[src/rtl/arbitro_rtc.sv]
// -----------------------------------------------------------------------------
// arbitro_rtc
// Arbiter between three RTC transaction requesters (init, write, read).
// It grants one requester at a time and sequences the frame address and index
// for the external handshake generator. A watchdog aborts a transaction when
// the frame-end pulses stop arriving.
//
// Ports
//   reloj       : clock, rising edge
//   resetM      : asynchronous reset, active low
//   req_ini     : init request (level, highest priority)
//   req_esc     : time/date write request (level)
//   req_lec     : time/date read request (level)
//   fin_trama   : one-cycle end-of-frame pulse from the handshake generator
//   Control     : operation code 2'b10 init, 2'b00 write, 2'b01 read
//   sync        : 1 = handshake generator held in reset
//   direccion   : RTC register address of the current frame
//   indice      : frame index within the current transaction
//   gnt         : one-hot grant {ini, esc, lec}
//   ack         : one-cycle completion pulse {ini, esc, lec}
//   ocupado     : 1 while a transaction is in progress
//   error       : one-cycle pulse when the watchdog aborts a transaction
// -----------------------------------------------------------------------------
module arbitro_rtc #(
   parameter int unsigned N_INI      = 4,
   parameter int unsigned N_ESC      = 9,
   parameter int unsigned N_LEC      = 9,
   parameter logic [7:0]  DIR_INI    = 8'h00,
   parameter logic [7:0]  DIR_TIEMPO = 8'h21,
   parameter int unsigned T_MAX      = 64
) (
   input  logic       reloj,
   input  logic       resetM,
   input  logic       req_ini,
   input  logic       req_esc,
   input  logic       req_lec,
   input  logic       fin_trama,
   output logic [1:0] Control,
   output logic       sync,
   output logic [7:0] direccion,
   output logic [3:0] indice,
   output logic [2:0] gnt,
   output logic [2:0] ack,
   output logic       ocupado,
   output logic       error
);

   localparam int unsigned     WD_W    = $clog2(T_MAX + 1);
   localparam logic [WD_W-1:0] WD_LIM  = WD_W'(T_MAX - 1);
   localparam logic [WD_W-1:0] WD_SAT  = WD_W'(T_MAX);
   localparam logic [WD_W-1:0] WD_UNO  = WD_W'(1);
   localparam logic [3:0]      ULT_INI = 4'(N_INI - 1);
   localparam logic [3:0]      ULT_ESC = 4'(N_ESC - 1);
   localparam logic [3:0]      ULT_LEC = 4'(N_LEC - 1);
   localparam logic [1:0]      CTL_INI = 2'b10;
   localparam logic [1:0]      CTL_ESC = 2'b00;
   localparam logic [1:0]      CTL_LEC = 2'b01;

   typedef enum logic [1:0] {
      INACTIVO = 2'd0,
      ARRANQUE = 2'd1,
      TRAMA    = 2'd2,
      FIN      = 2'd3
   } estado_t;

   estado_t         estado_q, estado_d;
   logic [1:0]      control_q, control_d;
   logic            sync_q, sync_d;
   logic [7:0]      dir_q, dir_d;
   logic [3:0]      indice_q, indice_d;
   logic [2:0]      gnt_q, gnt_d;
   logic [2:0]      ack_q, ack_d;
   logic            ocupado_q, ocupado_d;
   logic            error_q, error_d;
   logic [WD_W-1:0] wd_q, wd_d;
   // 1 = write served most recently, 0 = read served most recently
   logic            hist_q, hist_d;
   logic [3:0]      ultimo_s;

   // Index of the last frame for the requester currently granted
   always_comb begin
      ultimo_s = ULT_LEC;
      case (gnt_q)
         3'b100:  ultimo_s = ULT_INI;
         3'b010:  ultimo_s = ULT_ESC;
         default: ultimo_s = ULT_LEC;
      endcase
   end

   // Next-state and next-output logic of the arbitration FSM
   always_comb begin
      estado_d  = estado_q;
      control_d = control_q;
      sync_d    = sync_q;
      dir_d     = dir_q;
      indice_d  = indice_q;
      gnt_d     = gnt_q;
      ack_d     = 3'b000;
      ocupado_d = ocupado_q;
      error_d   = 1'b0;
      wd_d      = wd_q;
      hist_d    = hist_q;
      case (estado_q)
         INACTIVO: begin
            sync_d    = 1'b1;
            gnt_d     = 3'b000;
            ocupado_d = 1'b0;
            if (req_ini) begin
               estado_d  = ARRANQUE;
               gnt_d     = 3'b100;
               control_d = CTL_INI;
               dir_d     = DIR_INI;
               indice_d  = 4'd0;
               ocupado_d = 1'b1;
            end else if (req_esc && (!req_lec || !hist_q)) begin
               // Write wins alone, or on a tie when read was served last
               estado_d  = ARRANQUE;
               gnt_d     = 3'b010;
               control_d = CTL_ESC;
               dir_d     = DIR_TIEMPO;
               indice_d  = 4'd0;
               ocupado_d = 1'b1;
               hist_d    = 1'b1;
            end else if (req_lec) begin
               estado_d  = ARRANQUE;
               gnt_d     = 3'b001;
               control_d = CTL_LEC;
               dir_d     = DIR_TIEMPO;
               indice_d  = 4'd0;
               ocupado_d = 1'b1;
               hist_d    = 1'b0;
            end else begin
               estado_d = INACTIVO;
            end
         end
         ARRANQUE: begin
            // Release the generator; the first frame starts next cycle
            estado_d = TRAMA;
            sync_d   = 1'b0;
            wd_d     = {WD_W{1'b0}};
         end
         TRAMA: begin
            if (fin_trama) begin
               // A frame end always beats a simultaneous watchdog expiry
               wd_d = {WD_W{1'b0}};
               if (indice_q == ultimo_s) begin
                  estado_d = FIN;
                  sync_d   = 1'b1;
                  ack_d    = gnt_q;
                  gnt_d    = 3'b000;
               end else begin
                  indice_d = indice_q + 4'd1;
                  dir_d    = dir_q + 8'd1;
               end
            end else if (wd_q == WD_LIM) begin
               // Counter reaches T_MAX on this edge: abort without ack
               estado_d = FIN;
               sync_d   = 1'b1;
               error_d  = 1'b1;
               gnt_d    = 3'b000;
               wd_d     = WD_SAT;
            end else if (wd_q != WD_SAT) begin
               wd_d = wd_q + WD_UNO;
            end else begin
               wd_d = wd_q;
            end
         end
         FIN: begin
            estado_d  = INACTIVO;
            sync_d    = 1'b1;
            ocupado_d = 1'b0;
            wd_d      = {WD_W{1'b0}};
         end
         default: begin
            estado_d  = INACTIVO;
            sync_d    = 1'b1;
            gnt_d     = 3'b000;
            ocupado_d = 1'b0;
            wd_d      = {WD_W{1'b0}};
         end
      endcase
   end

   // State and output registers
   always_ff @(posedge reloj or negedge resetM) begin
      if (!resetM) begin
         estado_q  <= INACTIVO;
         control_q <= CTL_LEC;
         sync_q    <= 1'b1;
         dir_q     <= 8'h00;
         indice_q  <= 4'd0;
         gnt_q     <= 3'b000;
         ack_q     <= 3'b000;
         ocupado_q <= 1'b0;
         error_q   <= 1'b0;
         wd_q      <= {WD_W{1'b0}};
         hist_q    <= 1'b0;
      end else begin
         estado_q  <= estado_d;
         control_q <= control_d;
         sync_q    <= sync_d;
         dir_q     <= dir_d;
         indice_q  <= indice_d;
         gnt_q     <= gnt_d;
         ack_q     <= ack_d;
         ocupado_q <= ocupado_d;
         error_q   <= error_d;
         wd_q      <= wd_d;
         hist_q    <= hist_d;
      end
   end

   assign Control   = control_q;
   assign sync      = sync_q;
   assign direccion = dir_q;
   assign indice    = indice_q;
   assign gnt       = gnt_q;
   assign ack       = ack_q;
   assign ocupado   = ocupado_q;
   assign error     = error_q;

endmodule

[config.mk]
export PLATFORM = sky130hd
export DESIGN_NAME = arbitro_rtc
export DESIGN_NICKNAME = d
export VERILOG_FILES = /design/src/rtl/arbitro_rtc.sv
export SDC_FILE = /design/constraint.sdc
export NUM_CORES = 1
export LEC_CHECK = 0
export CELL_PAD_IN_SITES_DETAIL_PLACEMENT = 0
export CELL_PAD_IN_SITES_GLOBAL_PLACEMENT = 2
export CORE_MARGIN = 2
export CORE_UTILIZATION = 34
export CTS_CLUSTER_SIZE = 40
export DETAILED_ROUTE_END_ITERATION = 7
export PLACE_DENSITY_LB_ADDON = 0.1
export SLEW_MARGIN = 15
export SYNTH_ARGS = -nofsm -noshare
export SYNTH_HDL_FRONTEND = slang
export SYNTH_SLANG_ARGS = --single-unit
[constraint.sdc]
create_clock -name reloj -period 2.1 [get_ports reloj]
set_input_delay 0.42 -clock reloj [delete_from_list [all_inputs] [get_ports reloj]]
set_output_delay 0.42 -clock reloj [all_outputs]
set_load 0.01 [all_outputs]
* Word level (Yosys, flattened, before mapping)
Index checks and enable logic that the tools add are counted.
Storage, ports and cells: bits in registers 33, output and inout port bits 23
Cells by class: bitwise operators 1, reductions and logical operators 18, muxes and demuxes 50, eq/ne operators 13, add/sub/neg operators 3
Operators by type and width (count):
- 2-to-1 mux 8 bit | 5
- 2-to-1 mux 4 bit | 6
- 2-to-1 mux 3 bit | 7
- 2-to-1 mux 7 bit | 3
- one-hot mux 8 bit (2 select lines) | 1
- 2-to-1 mux 1 bit | 15
- 2-to-1 mux 2 bit | 7
- one-hot mux 7 bit (2 select lines) | 1
- adder 8 x 1 -> 8 bit (second input constant) | 1
- inequality test 4 bit (second input constant) | 2
- one-hot mux 2 bit (4 select lines) | 1
- one-hot mux 4 bit (2 select lines) | 1
- nonzero test 2 bit | 4
- adder 7 x 1 -> 7 bit (second input constant) | 1
- == test 7 x 6 -> 1 bit (second input constant) | 1
- inequality test 7 bit (second input constant) | 1
- inequality test 3 bit (second input constant) | 2
- one-hot mux 3 bit (2 select lines) | 1
- AND reduction 2 bit | 3
- AND reduction 3 bit | 2
- adder 4 x 1 -> 4 bit (second input constant) | 1
- == test 2 bit (second input constant) | 2
- == test 4 bit | 1
- inequality test 2 bit (second input constant) | 2
- other kinds (12) | 14

* Depth between registers and ports, before layout
depth in word-level cells 6, gate-level depth with buffers 8, mapped depth without buffers 6

* Worst setup path after synthesis
OpenSTA, ideal clock, no wires.
path type register to register, from register gnt_q[0] (netlist: gnt[0]), to register dir_q[4] (netlist: direccion[4]), buffers on the path 0, stages on the path, launching flop included 5, clock period less this slack 1.744 ns, data required time 1.974 ns, path slack 0.356 ns, arrival 1.618 ns, library setup time 0.126 ns, path through dfrtp_1 > nor3b_4 > mux2_4 > o311a_1 > a221o_1
Between the ends: cells in the longest elaborated chain, start to end 5
RTL lines:
- start, declared | RTL line 71 | logic [2:0] gnt_q, gnt_d;
- start signal, assigned | RTL line 204 | gnt_q <= gnt_d;
- == test 3 bit | RTL line 83 | case (gnt_q)
- 2-to-1 mux 4 bit | RTL line 83
- == test 4 bit | RTL line 146 | if (indice_q == ultimo_s) begin
- inequality test 2 bit (no source line)
- AND reduction 4 bit (no source line)
- end signal, assigned | RTL line 202 | dir_q <= dir_d;
- end, declared | RTL line 69 | logic [7:0] dir_q, dir_d;
No other way between the ends. A chain may end at the register's enable or synchronous reset.

* Final worst setup path
from register estado_q[1], to register indice_q[1] (netlist: indice[1])
Between the ends: cells in the longest elaborated chain, start to end 3
RTL lines:
- start, declared | RTL line 66 | estado_t estado_q, estado_d;
- start signal, assigned | RTL line 199 | estado_q <= estado_d;
- == test 2 bit or logical NOT 2 bit (tied branches) | RTL line 103 | case (estado_q)
- inequality test 2 bit (no source line), or another cell as far along
- AND reduction 4 bit (no source line)
- end signal, assigned | RTL line 203 | indice_q <= indice_d;
- end, declared | RTL line 70 | logic [3:0] indice_q, indice_d;
Several ways; a longest one is shown, not always the timed one.

==> results.json <==
{
  "port_buffers": 28,
  "cts_tree": "built",
  "hpwl_microns": 3700,
  "grt_first_pass_wirelength_microns": 8350,
  "die_h_microns": 80.6,
  "synth.avg_cell_area_sq_um": 9.82,
  "synth_area_leaders": "dfrtp_1, ha_1, nand2_1",
  "antenna_found_initial": 0,
  "hold_viol": 0,
  "final_antenna_net_count": 0,
  "postSynthCellCount": 203,
  "synth_nets": 219,
  "worstSetupPathType": "reg -> reg",
  "insertion_delay_ns": 0.29,
  "start_util_pct": 35.8,
  "holdBufCountCts": 0,
  "rsz0062_at_grt": "false",
  "drt_iter0_markers": 111,
  "synth_edf_count": 0,
  "post-place-cells": 319,
  "slew_headroom_pct": 68.4,
  "vias_per_cell": 5.38,
  "cts_made_buffers": 5,
  "route.detailed.wl_per_inst_microns": 15.3,
  "dr.pass1.iters": 4,
  "cp-end-kind": "flip-flop",
  "critPathArrivalTime_ns": 2.12,
  "fin_crit_ns": 1.96,
  "nets": 270,
  "hold_class": "reg -> reg",
  "die_x_microns": 80.6,
  "syn_area_sq_mm": 0.00199,
  "clkTransAtPathRegs_ns": 0.08,
  "post-route-util_pct": 46.8,
  "crit_path_start_kind": "flip-flop",
  "finalSetupViolations": 0,
  "dieArea_sq_mm": 0.00649,
  "ir_drop_mv": 0.478,
  "period_share_pct": 93.1,
  "path_max_fanout": 6,
  "routed_wl_microns": 5010,
  "ys_top_cells_by_count": "dfrtp_1, nand2_1, a21oi_1",
  "ios": 29,
  "fin_skew_ns": 0.00819,
  "row_count": 27,
  "synthDistinctLibCells": 58,
  "finalMaxSlewViolations": 0,
  "clk_path_buf_depth": 2,
  "syn_to_final_growth_pct": 30.9,
  "grt_pass1_vias": 1765,
  "maxCapViolations": 0,
  "design.core.area_sq_mm": 0.00557,
  "run_status": "complete, no violations",
  "drive_gt1_share_pct": 18.4,
  "track_usage_pct": 16.9,
  "ys_warn_count": 0,
  "grt_max_degree": 34,
  "layout_setup_ws_ns": 0.144,
  "synth_flop_cell": "dfrtp_1",
  "finalSetupTns_ns": 0,
  "cp.required_ns": 2.26,
  "gp_congestion": 0.804,
  "drc_errors": 0,
  "clkSinkCount": 33,
  "clock.fmax_mhz": 511,
  "ys_async_sr_fraction_pct": 100,
  "gr-total-overflow": 0,
  "post-place-ws_ns": 0.0198,
  "layoutNonFillerInstCount": 327,
  "power.density_mw_per_mm2": 1210,
  "yosysSeqAreaShare_pct": 41.6,
  "yosysMostFrequentCell": "dfrtp_1",
  "h-tree-depth": 2,
  "root_buffer": "clkbuf_8",
  "synth_top_area_cell": "dfrtp_1",
  "hold_ws_ns": 0.477,
  "tightest_slew_ns": 0.467,
  "p_leak_uw": 0.00108,
  "num_vias": 1759,
  "n_antenna_cell": 0,
  "netlist.area_leader.share_pct": 38.9,
  "synth.ff_latch_count": 33
}
## stage by stage
step           cell area, sq um  total power [uW]
3_3_place_gp               2490              2530
5_1_grt                    2610              3420
6_report                   2610              3160
4_1_cts                    2600              3210
2_1_floorplan              1990              1890
3_5_place_dp               2490              2570
## registers in the layout, summed over array words and instances, names as in the netlist, 2 cells and up
register,cells
Control,2
ack,3
direccion,8
estado_q,2
gnt,3
indice,4
wd_q,7
## logic make-up (layout without fill, tap and decap cells)
group | Yosys count | count (layout) | synth area share (%)
flops | 33 | 33 | 41.6
compound gates | 57 | 57 | 20.8
xor+xnor | 3 | 3 | 1.32
simple gates | 76 | 76 | 21.9
buf+inv | 18 | 70 | 4.77
fa+ha+maj | 10 | 10 | 6.28
mux | 6 | 6 | 3.39
## cells in the final DEF, fill, tap and decap left out, types with 2 or more instances in the layout
cell	Yosys	layout
and2_1	6	6
o311a_1	2	2
a221o_1	5	5
dfstp_2	2	2
nor2b_1	2	2
mux2_1	2	2
o22ai_1	2	2
o211ai_1	4	4
a31oi_1	2	2
clkbuf_8	1	5
clkdlybuf4s50_1	0	28
o21ai_0	6	6
o21ai_2	2	2
nand3_1	4	4
nand2_1	23	23
a21oi_1	11	11
buf_4	0	24
or2_2	2	2
xor2_1	2	2
o21ai_1	2	2
o31ai_1	5	5
nor3_1	9	9
nand4_1	3	3
mux2i_1	3	2
o2bb2ai_1	2	2
o311ai_1	3	3
ha_1	10	9
or3_1	5	5
inv_1	10	10
nor2_1	9	9
dfrtp_1	31	31
## critical path: stages, from the launching register on
cell and delay, ns:
dfrtp_1 0.41, inv_1 0.13, ha_2 0.24, or4b_4 0.51, nand3_2 0.11, nor2_1 0.07
a311o_1 0.36
## final timing paths
check,startpoint,cells after the start,slack (ns),end
worst max-delay path,estado_q[1]$_DFFE_PN0P_,6,0.14,indice[1]$_DFFE_PN0P_
worst min-delay path,sync$_DFFE_PN1P_,2,0.48,sync$_DFFE_PN1P_
worst max register to register,estado_q[1]$_DFFE_PN0P_,6,0.14,indice[1]$_DFFE_PN0P_
worst min register to register,sync$_DFFE_PN1P_,2,0.48,sync$_DFFE_PN1P_
max in group asynchronous,resetM,2,1.22,sync$_DFFE_PN1P_
min in group asynchronous,resetM,2,0.55,ack[0]$_DFF_PN0_
## report_power, final
group	switching, uW	internal [uW]	leakage (uW)
clock network	259	355	0.0000543
registers	186	808	0.000434
logic	790	762	0.000596
total	1230	1930	0.00108
## timing repair
item,CTS,global route
hold endpoints to repair,0,0
endpoints found under the setup margin,0,2
setup buffers,0,0
resized for setup,0,3
## per-layer routing
layer | global-route usage [%] | up-vias | wire, microns
met1 | 20.4 | 857 | 2220
met4 | 5.42 | 0 | 43
met5 | 0 | - | 0
met2 | 29.3 | 37 | 2570
li1 | - | 861 | -
met3 | 4.27 | 4 | 181
## area by class of cell
type / count / area, sq um
clock inverter: 3 / 46.3
fill: 572 / 2970
inverter: 10 / 37.5
tap: 72 / 90.1
multi-input combinational: 152 / 1080
sequential: 33 / 828
clock buffer: 5 / 68.8
timing repair buffer: 52 / 460
(Power assumes the default switching activity.)
